File: src/rtl/atmega_pcint_pkg.sv
// Shared definitions for the ATMEGA pin-change interrupt controller: default
// IO addresses, control/flag bit positions and the debounce counter width.
package atmega_pcint_pkg;

  localparam int unsigned PCICR_ADDR_DEF = 32'h68;
  localparam int unsigned PCIFR_ADDR_DEF = 32'h3B;
  localparam int unsigned PCMSK_ADDR_DEF = 32'h6B;
  localparam int unsigned PCHG_ADDR_DEF  = 32'h6C;

  localparam int unsigned PCIE_BIT = 0;
  localparam int unsigned PCIF_BIT = 0;

  typedef enum logic [2:0] {
    REG_NONE,
    REG_PCICR,
    REG_PCIFR,
    REG_PCMSK,
    REG_PCHG
  } reg_sel_e;

  // Width able to hold the value DEBOUNCE_CYCLES itself.
  function automatic int unsigned debounce_cnt_w(input int unsigned cycles);
    return (cycles < 2) ? 1 : $clog2(cycles + 1);
  endfunction

endpackage

File: src/rtl/atmega_pcint_debounce.sv
// One-pin debouncer: a level is accepted only after it has differed from the
// current stable value for DEBOUNCE_CYCLES consecutive rising edges.
module atmega_pcint_debounce
  import atmega_pcint_pkg::*;
#(
  parameter int unsigned DEBOUNCE_CYCLES = 16
) (
  input  logic clk,
  input  logic rst,
  input  logic init,
  input  logic pin,
  output logic stable
);

  localparam int unsigned CNT_W = debounce_cnt_w(DEBOUNCE_CYCLES);

  logic [CNT_W-1:0] cnt_q, cnt_d, cnt_inc;
  logic             stable_q, stable_d;

  assign cnt_inc = cnt_q + 1'b1;

  // NOTE: every signal written here gets a default first so no latch is inferred.
  always_comb begin
    cnt_d    = cnt_q;
    stable_d = stable_q;
    if (!init) begin
      stable_d = pin;
      cnt_d    = '0;
    end else if (pin == stable_q) begin
      cnt_d = '0;
    end else if (cnt_inc == CNT_W'(DEBOUNCE_CYCLES)) begin
      stable_d = pin;
      cnt_d    = '0;
    end else begin
      cnt_d = cnt_inc;
    end
  end

  // NOTE: state registers use non-blocking assignments so all flops update together.
  always_ff @(posedge clk) begin
    if (rst) begin
      cnt_q    <= '0;
      stable_q <= 1'b0;
    end else begin
      cnt_q    <= cnt_d;
      stable_q <= stable_d;
    end
  end

  // The next stable value lets the parent flag the change on the accepting edge.
  assign stable = stable_d;

endmodule

File: src/rtl/atmega_pcint.sv
// Pin-change interrupt controller for one 8-bit PIO port.
// Optional per-pin debounce is compiled in with ATMEGA_PCINT_DEBOUNCE_EN.
module atmega_pcint
  import atmega_pcint_pkg::*;
#(
  parameter int unsigned                BUS_ADDR_IO_LEN = 16,
  parameter logic [BUS_ADDR_IO_LEN-1:0] PCICR_ADDR      = BUS_ADDR_IO_LEN'(PCICR_ADDR_DEF),
  parameter logic [BUS_ADDR_IO_LEN-1:0] PCIFR_ADDR      = BUS_ADDR_IO_LEN'(PCIFR_ADDR_DEF),
  parameter logic [BUS_ADDR_IO_LEN-1:0] PCMSK_ADDR      = BUS_ADDR_IO_LEN'(PCMSK_ADDR_DEF),
  parameter logic [BUS_ADDR_IO_LEN-1:0] PCHG_ADDR       = BUS_ADDR_IO_LEN'(PCHG_ADDR_DEF),
  parameter int unsigned                DEBOUNCE_CYCLES = 16
) (
  input  logic                       clk,
  input  logic                       rst,
  input  logic [BUS_ADDR_IO_LEN-1:0] addr,
  input  logic                       wr,
  input  logic                       rd,
  input  logic [7:0]                 bus_in,
  output logic [7:0]                 bus_out,
  input  logic [7:0]                 pin_in,
  output logic                       int_o,
  input  logic                       int_ack
);

  logic       init_q;
  logic [7:0] stable_q, stable_nxt;
  logic       pcie_q, pcie_d;
  logic       pcif_q, pcif_d;
  logic [7:0] pcmsk_q, pcmsk_d;
  logic [7:0] pchg_q, pchg_d;
  logic [7:0] edge_v;
  logic       flag_clr;
  reg_sel_e   sel;

`ifdef ATMEGA_PCINT_DEBOUNCE_EN
  for (genvar i = 0; i < 8; i++) begin : g_debounce
    atmega_pcint_debounce #(
      .DEBOUNCE_CYCLES(DEBOUNCE_CYCLES)
    ) u_debounce (
      .clk   (clk),
      .rst   (rst),
      .init  (init_q),
      .pin   (pin_in[i]),
      .stable(stable_nxt[i])
    );
  end
`else
  assign stable_nxt = pin_in;
`endif

  always_comb begin
    sel = REG_NONE;
    if      (addr == PCICR_ADDR) sel = REG_PCICR;
    else if (addr == PCIFR_ADDR) sel = REG_PCIFR;
    else if (addr == PCMSK_ADDR) sel = REG_PCMSK;
    else if (addr == PCHG_ADDR)  sel = REG_PCHG;
  end

  // The first cycle after reset only primes stable_q, so a high pin is not an edge.
  assign edge_v   = init_q ? ((stable_nxt ^ stable_q) & pcmsk_q) : 8'h00;
  assign flag_clr = pcif_q & (int_ack | (wr & (sel == REG_PCIFR) & bus_in[PCIF_BIT]));

  always_comb begin
    pcie_d  = pcie_q;
    pcmsk_d = pcmsk_q;
    pcif_d  = pcif_q;
    pchg_d  = pchg_q;
    if (wr && sel == REG_PCICR) pcie_d  = bus_in[PCIE_BIT];
    if (wr && sel == REG_PCMSK) pcmsk_d = bus_in;
    // A new edge beats a simultaneous clear; PCHG then holds only the new edge.
    if (|edge_v) begin
      pcif_d = 1'b1;
      pchg_d = flag_clr ? edge_v : (pchg_q | edge_v);
    end else if (flag_clr) begin
      pcif_d = 1'b0;
      pchg_d = 8'h00;
    end
  end

  always_ff @(posedge clk) begin
    if (rst) begin
      init_q   <= 1'b0;
      stable_q <= 8'h00;
      pcie_q   <= 1'b0;
      pcif_q   <= 1'b0;
      pcmsk_q  <= 8'h00;
      pchg_q   <= 8'h00;
    end else begin
      init_q   <= 1'b1;
      stable_q <= stable_nxt;
      pcie_q   <= pcie_d;
      pcif_q   <= pcif_d;
      pcmsk_q  <= pcmsk_d;
      pchg_q   <= pchg_d;
    end
  end

  assign int_o = pcif_q & pcie_q;

  always_comb begin
    bus_out = 8'h00;
    if (rd && !rst) begin
      case (sel)
        REG_PCICR: bus_out = {7'b0, pcie_q};
        REG_PCIFR: bus_out = {7'b0, pcif_q};
        REG_PCMSK: bus_out = pcmsk_q;
        REG_PCHG:  bus_out = pchg_q;
        default:   bus_out = 8'h00;
      endcase
    end
  end

endmodule

File: config.mk
export PLATFORM = sky130hd
export DESIGN_NAME = atmega_pcint
export DESIGN_NICKNAME = d
export VERILOG_FILES = /design/src/rtl/atmega_pcint_pkg.sv /design/src/rtl/atmega_pcint_debounce.sv /design/src/rtl/atmega_pcint.sv
export SDC_FILE = /design/constraint.sdc
export NUM_CORES = 1
export LEC_CHECK = 0
export CORE_MARGIN = 3
export CORE_UTILIZATION = 49
export DETAILED_ROUTE_END_ITERATION = 6
export PLACE_DENSITY = 0.9
export SYNTH_ARGS = -nofsm -noshare
export SYNTH_HDL_FRONTEND = slang
export SYNTH_SLANG_ARGS = --single-unit
export TNS_END_PERCENT = 1
File: constraint.sdc
create_clock -name clk -period 3.51 [get_ports clk]
set_clock_uncertainty 0.05 [all_clocks]
set_input_delay 0.702 -clock clk [delete_from_list [all_inputs] [get_ports clk]]
set_output_delay 0.702 -clock clk [all_outputs]
set_load 0.01 [all_outputs]
[Word-level counts from Yosys, hierarchy flattened]
Cells that the tools add are included.
Word-level totals
  register bits after elaboration: 27
  input bits: 37
  output and inout port bits: 9
  word-level logic and storage cells: 41
Operators by class
  eq/ne operators: 8
  multiplexer cells: 13
  bitwise operators: 8
  reductions and logical operators: 6
Operators with widths (number)
  $eq A16 B7 Y1 const B: 3
  $mux W8: 5
  $pmux W8 S4: 1
  $eq A16 B6 Y1 const B: 1
  $mux W3: 4
  $and A8 B8 Y8: 1
  $or A8 B8 Y8: 1
  $reduce_or A8 Y1: 1
  $xor A8 B8 Y8: 1
  $eq A3 B2 Y1 const B: 2
  $and A1 B1 Y1: 4
  $eq A3 B1 Y1 const B: 1
  $eq A3 B3 Y1 const B: 1
  $logic_and A1 B1 Y1: 3
  $mux W1: 3
  $reduce_bool A2 Y1: 1
  $logic_not A1 Y1: 1
  $or A1 B1 Y1: 1

[Depth between registers and ports, before layout]
Gate-level depths: netlist (run 1).
  depth in word-level cells: 12
  depth in mapped cells: 6
  mapped depth without buffers: 4

[Worst setup path after synthesis (run 1)]
Ideal clock, no wire load.
  path kind: input to output
  start: input addr[13]
  end: output bus_out[0]
  arrival time: 2194 ps
  required time: 2758 ps
  slack: 564 ps
  stages on the path: 4
  path buffers: 0
  cell sequence: or4_4 -> nor4_2 -> nand3_1 -> a31oi_1
Between the ends
  cells in the longest elaborated chain, start to end: 8
  elaborated cells between the ends (all ways): 14
  classes of those cells: 8 x eq/ne; 6 x mux
Ends and longest elaborated chain
  from (decl): line atmega_pcint.sv:15  | input logic [BUS_ADDR_IO_LEN-1:0] addr,
  $eq A16 B7 Y1: line atmega_pcint.sv:56  | else if (addr == PCHG_ADDR) sel = REG_PCHG;
  $mux W3: line atmega_pcint.sv:56
  $mux W3: line atmega_pcint.sv:55  | else if (addr == PCMSK_ADDR) sel = REG_PCMSK;
  $mux W3: line atmega_pcint.sv:54  | else if (addr == PCIFR_ADDR) sel = REG_PCIFR;
  $mux W3 *: line atmega_pcint.sv:53  | if (addr == PCICR_ADDR) sel = REG_PCICR;
  $eq A3 B3 Y1 (tied with other cells): line atmega_pcint.sv:103  | case (sel)
  $pmux W8 S4 *: line atmega_pcint.sv:103
  $mux W8 *: line atmega_pcint.sv:102  | if (rd && !rst) begin
  to (decl): line atmega_pcint.sv:19  | output logic [7:0] bus_out,
Every way passes the cells marked *; elsewhere a longest branch is shown, timed or not.

[Worst setup path after layout (run 1)]
  start: input addr[13]
  end: output bus_out[2]
Same word-level chain as after synthesis.

==> results of run 1 <==
-- per-layer routing --
metal / vias up / GRT usage
li1: 766 / -
met1: 742 / 0.265
met2: 84 / 0.437
met3: 10 / 0.0553
met4: 0 / 0.0588
met5: - / 0
-- timing repair --
| action | in CTS | in global routing |
|---|---|---|
| buffers inserted | 0 | 0 |
| endpoints found under the hold margin | 0 | 0 |
| setup endpoints to repair | 8 | 4 |
| gates resized for setup | 8 | 6 |
-- logic make-up (layout without fill, tap and decap cells) --
kind of cell	after synthesis	after routing	share of synthesized area
AO/OA/AOI/OAI	51	51	0.230
XOR/XNOR	9	9	0.0542
AND/OR/NAND/NOR	73	73	0.306
flip-flops	27	27	0.371
buffers and inverters	14	67	0.0378
-- flip-flops by register name, indices dropped and copies added (netlist names) --
register,cells
pchg_q,8
pcie_q,1
pcif_q,1
stable_q,8
pcmsk_q,8
init_q,1
-- worst max-delay path, delay by kind of cell --
family | cells | cell delay [ps]
buf+inv | 3 | 880
simple gates | 2 | 800
compound gates | 2 | 320
-- worst max-delay path by stage --
stage / start / to / slack [ps] / depth (start not counted)
after floorplan: addr[13] / bus_out[0] / 560 / 4
after global placement: addr[13] / bus_out[0] / -160 / 7
after detailed placement: addr[13] / bus_out[6] / -240 / 7
after CTS: addr[13] / bus_out[6] / 30 / 7
after global routing: addr[13] / bus_out[5] / 10 / 7
final: addr[13] / bus_out[2] / 40 / 7
-- cells in the mapped netlist --
library cell,count
a21oi_1,24
a22oi_1,4
a311oi_1,8
a31o_2,1
a31oi_1,1
a41o_1,1
a41oi_1,1
and2_1,11
buf_2,2
clkbuf_1,9
clkinv_1,1
dfxtp_1,27
inv_1,2
nand2_1,9
nand2b_1,3
nand3_1,9
nand3b_1,1
nand4_1,18
nand4bb_1,1
nor2_1,2
nor2b_1,10
nor3_1,2
nor3_2,1
nor3b_1,1
nor4_2,2
o2111ai_1,1
o21a_1,1
o21ai_0,1
o31ai_1,8
or3_1,1
or4_1,1
or4_4,1
xnor2_1,1
xor2_1,8
-- final cells by class --
cell class / count / area (sq um)
clock buffer: 3 / 22.5
clock inverter: 1 / 7.51
fill: 230 / 753
inverter: 3 / 11.3
multi-input combinational: 133 / 860
sequential: 27 / 541
tap: 31 / 38.8
timing repair buffer: 60 / 548
-- power groups by stage --
| stage | sequential [uW] | combinational, uW | clock, uW |
|---|---|---|---|
| finish | 315 | 90.2 | 138 |
| global route | 316 | 96.4 | 156 |
| CTS | 315 | 89.6 | 138 |
| detailed placement | 322 | 89.0 | 0 |
| global placement | 322 | 85.5 | 0 |
| floorplan | 321 | 32.9 | 0 |
-- through the flow --
stage | worst slack [ps] | hold WS, ps
3_5_place_dp | -244 | 443
5_1_grt | 11.8 | 475
3_3_place_gp | -156 | 430
4_1_cts | 33.4 | 459
2_1_floorplan | 564 | 403
6_report | 41.5 | 469
-- cells in the final DEF (no fill, tap or decap), drive strengths merged, types with 3 or more instances in the layout --
cell,count
nand2,9
nand3,9
a311oi,8
nand4,18
and2,11
clkdlybuf4s50,37
nand2b,3
o31ai,8
dlygate4sd2,4
a21oi,24
xor2,8
a22oi,4
dfxtp,27
nor3,3
nor2b,10
buf,15
clkbuf,5
==> flow_summary.yaml, run 1 <==
yosys:
  netlist_top_cells_area: "dfxtp_1 (37%), a21oi_1 (8.3%), nand4_1 (7.7%)"
  synth_cells: 174
  syn_area_per_cell_sq_um: 8.36
  seq_area_frac_synth: 0.371
  syn_area_sq_um: 1460
  netlist.area_leader.share: 0.371
  ys_types: 34
  synth_top_area_cell: "dfxtp_1"
  synth_nets: 211
  synth_warnings: 0
  ys_ff_latch: 27
routing:
  vias: 1602
  drtPass1Iterations: 7
  wl_mm: 4.19
  vias_per_cell: 6.21
  post-route-drc-count: 0
  drt-met1-wl_mm: 1.63
  wl_met2_mm: 2.19
  drt-wirelength-per-cell_um: 16.2
  dr_wl_met3_um: 305
  first_iter_violations: 115
  top_layer_used: "met4"
  ant_nets: 0
clock_tree:
  clk_pin_slew_ps: 140
  cts_root_buffer: "clkbuf_4"
  clock-sinks: 27
  postCtsHoldBufs: 0
  clk_path_buf_depth: 2
  cts_max_level: 1
  clk_latency_ps: 330
  numCtsBuffers: 3
  cts_tree: "yes"
final_layout:
  final_nets: 265
  drive_above_1_share: 0.115
  n_antenna_cell: 0
  fin_area_sq_um: 2030
  fin_util: 0.729
  areaGrowthSynthToFinish_pct: 39.4
  fin_cells: 258
power:
  p_leak_uw: 0.000682
  p_sw_frac: 0.251
  power.total_uw: 544
  power_density_nw_per_um2: 268
  p_int_uw: 407
  clkPwrFrac: 0.255
  p_sw_uw: 137
  power_frac_comb: 0.166
  p_seq_frac: 0.580
  vdd.ir_drop.worst_v: 0.000349
job:
  cap_violations: 0
place:
  place_area_sq_um: 2010
  portBuffers: 45
  routabilityCongestion: 0.867
  dp_hpwl_mm: 3.29
  place_inst: 254
global_routing:
  antenna_found_initial: 0
  grt_pass1_wl_mm: 6.44
  grt.overflow.total: 0
  grt_pass1_vias: 1468
  grt_usage: 0.233
  grt_max_degree: 26
setup_path:
  path_class: "in2out"
  slowest_delay_ps: 570
  cp.arrival_ps: 2720
  cp_cell_sequence: "clkdlybuf4s50_1, or4_4, nor3_2, o2111ai_1, buf_4, a21oi_1, dlygate4sd2_1"
  reg2reg_depth: 4
  cp_max_fo: 7
  end_kind: "output pin"
  r2r_slack_ps: 2250
  reg2reg_from: "init_q$_DFF_P_"
  required_ps: 2760
  critPathLaunchType: "input port"
  r2r_end: "pcif_q$_SDFFE_PP0P_"
  critPathSlowestCell: "or4_4"
floorplanning:
  core_region_area_sq_um: 2780
  die_w_um: 60.5
  pin_count: 46
  rows: 19
  dieArea_sq_um: 3660
  die_h_um: 60.5
  initial_utilization: 0.523
timing:
  drv_slew: 0
  rsz0062_at_grt: "no"
  worstMarginPinSlew_ps: 418
  finalHoldViolations: 0
  slew_headroom: 0.721
  setup_violations: 0
  fin_crit_sh: 0.988
  setup_tns_ps: 0
  fin_crit_ps: 3470
  max_freq_ghz: 0.288
hold_path:
  hp-class: "reg2reg"
  hp-start: "pcmsk_q[0]$_SDFFE_PP0P_"
  hold_path_depth: 2
  min_to: "pcmsk_q[0]$_SDFFE_PP0P_"
run_status:
  status: "finished clean"
No activity file was read; power rests on OpenSTA's default activity.
==> run 2, diff against run 1 <==
PLACE_DENSITY = default   (was 0.9)
PLACE_DENSITY_LB_ADDON = 0.05   (was default)
==> run 2 against run 1 <==
  * Sequential power about the same
  * Sequential cell count unchanged
  * Wire length up 4.8%
  * Core utilization up 0.45 points
  * Final area up 0.62%
  * Register-to-register slack about the same
  * Total power up 1.2%
  * Critical path depth unchanged
  * Fmax up 1.0%
  * Sequential share of layout area down 0.16 points
  * Worst hold slack worse by 11 ps
==> flow_summary.yaml, run 2 (same netlist as run 1, synthesis figures left out) <==
setup_path:
  critPathLaunchType: "input port"
  end_kind: "output pin"
  cp_max_fo: 8
  slowest_delay_ps: 580
  cp_cell_sequence: "clkdlybuf4s50_1, or4_4, nor3_4, o2111ai_1, buf_4, a31oi_1, clkdlybuf4s15_1"
  critPathSlowestCell: "or4_4"
  required_ps: 2760
  path_class: "in2out"
  cp.arrival_ps: 2680
final_layout:
  reg_top3: "pchg_q: 8 flops, pcmsk_q: 8 flops, stable_q: 8 flops"
  multi_input_area_sq_um: 870
  areaGrowthSynthToFinish_pct: 40.2
  fin_util: 0.734
  layout_common_cells: "clkdlybuf4s50_1 (37), dfxtp_1 (27), a21oi_1 (23)"
  drive_above_1_share: 0.106
  fin_area_sq_um: 2040
  mostFrequentLayoutCell: "clkdlybuf4s50_1"
  final_nets: 264
  nFillCells: 226
  fin_cells: 257
  regArea_sq_um: 541
  n_antenna_cell: 0
timing:
  setup_tns_ps: 0
  whs_ps: 458
  setup_violations: 0
  finalHoldViolations: 0
  max_freq_ghz: 0.291
  fin_crit_sh: 0.978
  drv_slew: 0
  fin_crit_ps: 3430
  slew_headroom: 0.698
  worstMarginPinSlew_ps: 452
floorplanning:
  die_h_um: 60.5
  pin_count: 46
  core_region_area_sq_um: 2780
  die_w_um: 60.5
  dieArea_sq_um: 3660
  initial_utilization: 0.523
  rows: 19
routing:
  post-route-drc-count: 0
  drt-wirelength-per-cell_um: 17.1
  vias: 1636
  ant_nets: 0
  vias_per_cell: 6.37
  drtPass1Iterations: 4
  wl_mm: 4.39
  first_iter_violations: 108
clock_tree:
  cts_max_level: 1
  numCtsBuffers: 3
  postCtsHoldBufs: 0
  cts_root_buffer: "clkbuf_4"
  clk_path_buf_depth: 2
  clk_pin_slew_ps: 140
  post-cts-setup-buffer-count: 0
  clk_latency_ps: 350
  clock-sinks: 27
  cts_tree: "yes"
global_routing:
  grt_pass1_vias: 1563
  antenna_found_initial: 0
  grt_pass1_wl_mm: 6.84
  grt.overflow.total: 0
  grt_max_degree: 26
  grt_usage: 0.242
job:
  cap_violations: 0
run_status:
  status: "finished clean"
power:
  power_density_nw_per_um2: 270
  p_leak_uw: 0.000699
  vdd.ir_drop.worst_v: 0.000278
place:
  place_inst: 253
  routabilityCongestion: 0.892
  portBuffers: 45
  dp_hpwl_mm: 3.26
  place_area_sq_um: 2010
hold_path:
  hp-class: "reg2reg"
==> run 2: worst paths after layout <==
kind / endpoint / cells past startpoint / startpoint / slack, ps
min reg2reg: pcmsk_q[6]$_SDFFE_PP0P_ / 2 / pcmsk_q[6]$_SDFFE_PP0P_ / 460
max: bus_out[0] / 7 / addr[13] / 80
max reg2reg: pcif_q$_SDFFE_PP0P_ / 3 / pcif_q$_SDFFE_PP0P_ / 2250
min: pcmsk_q[6]$_SDFFE_PP0P_ / 2 / pcmsk_q[6]$_SDFFE_PP0P_ / 460
==> run 2: power breakdown <==
group / switching (uW) / internal, uW
Clock: 100 / 43.8
Sequential: 2.95 / 312
Combinational: 40.0 / 51.5
==> run 2: area by class of cell <==
| class | instances | area share |
|---|---|---|
| Multi-Input combinational cell | 133 | 0.426 |
| Inverter | 3 | 0.00552 |
| Clock inverter | 1 | 0.00368 |
| Timing Repair Buffer | 59 | 0.270 |
| Clock buffer | 3 | 0.0110 |
| Tap cell | 31 | 0.0190 |
| Sequential cell | 27 | 0.265 |
==> run 2: layer usage <==
layer / track usage / part of all wire / vias to the layer above
met5: 0 / 0 / -
li1: - / - / 768
met1: 0.286 / 0.42 / 770
met3: 0.0489 / 0.082 / 13
met4: 0.111 / 0.018 / 0
met2: 0.421 / 0.48 / 85
==> run 2: critical path, delay by kind of cell <==
family	cells	cell delay (ps)
and+or+nand+nor	2	800
buffers and inverters	3	860
AOI/OAI and AO/OA	2	320
==> run 2: stage by stage <==
stage / total power (uW) / setup WS, ps
after floorplan: 354 / 564
after global placement: 408 / -153
after detailed placement: 411 / -223
after CTS: 551 / 51.7
after global routing: 569 / -28.6
final: 550 / 76.9
==> run 2: repair_timing <==
item | in CTS | in global routing
pin swaps | 0 | 1
setup endpoints to repair | 8 | 3
resized for setup | 8 | 4
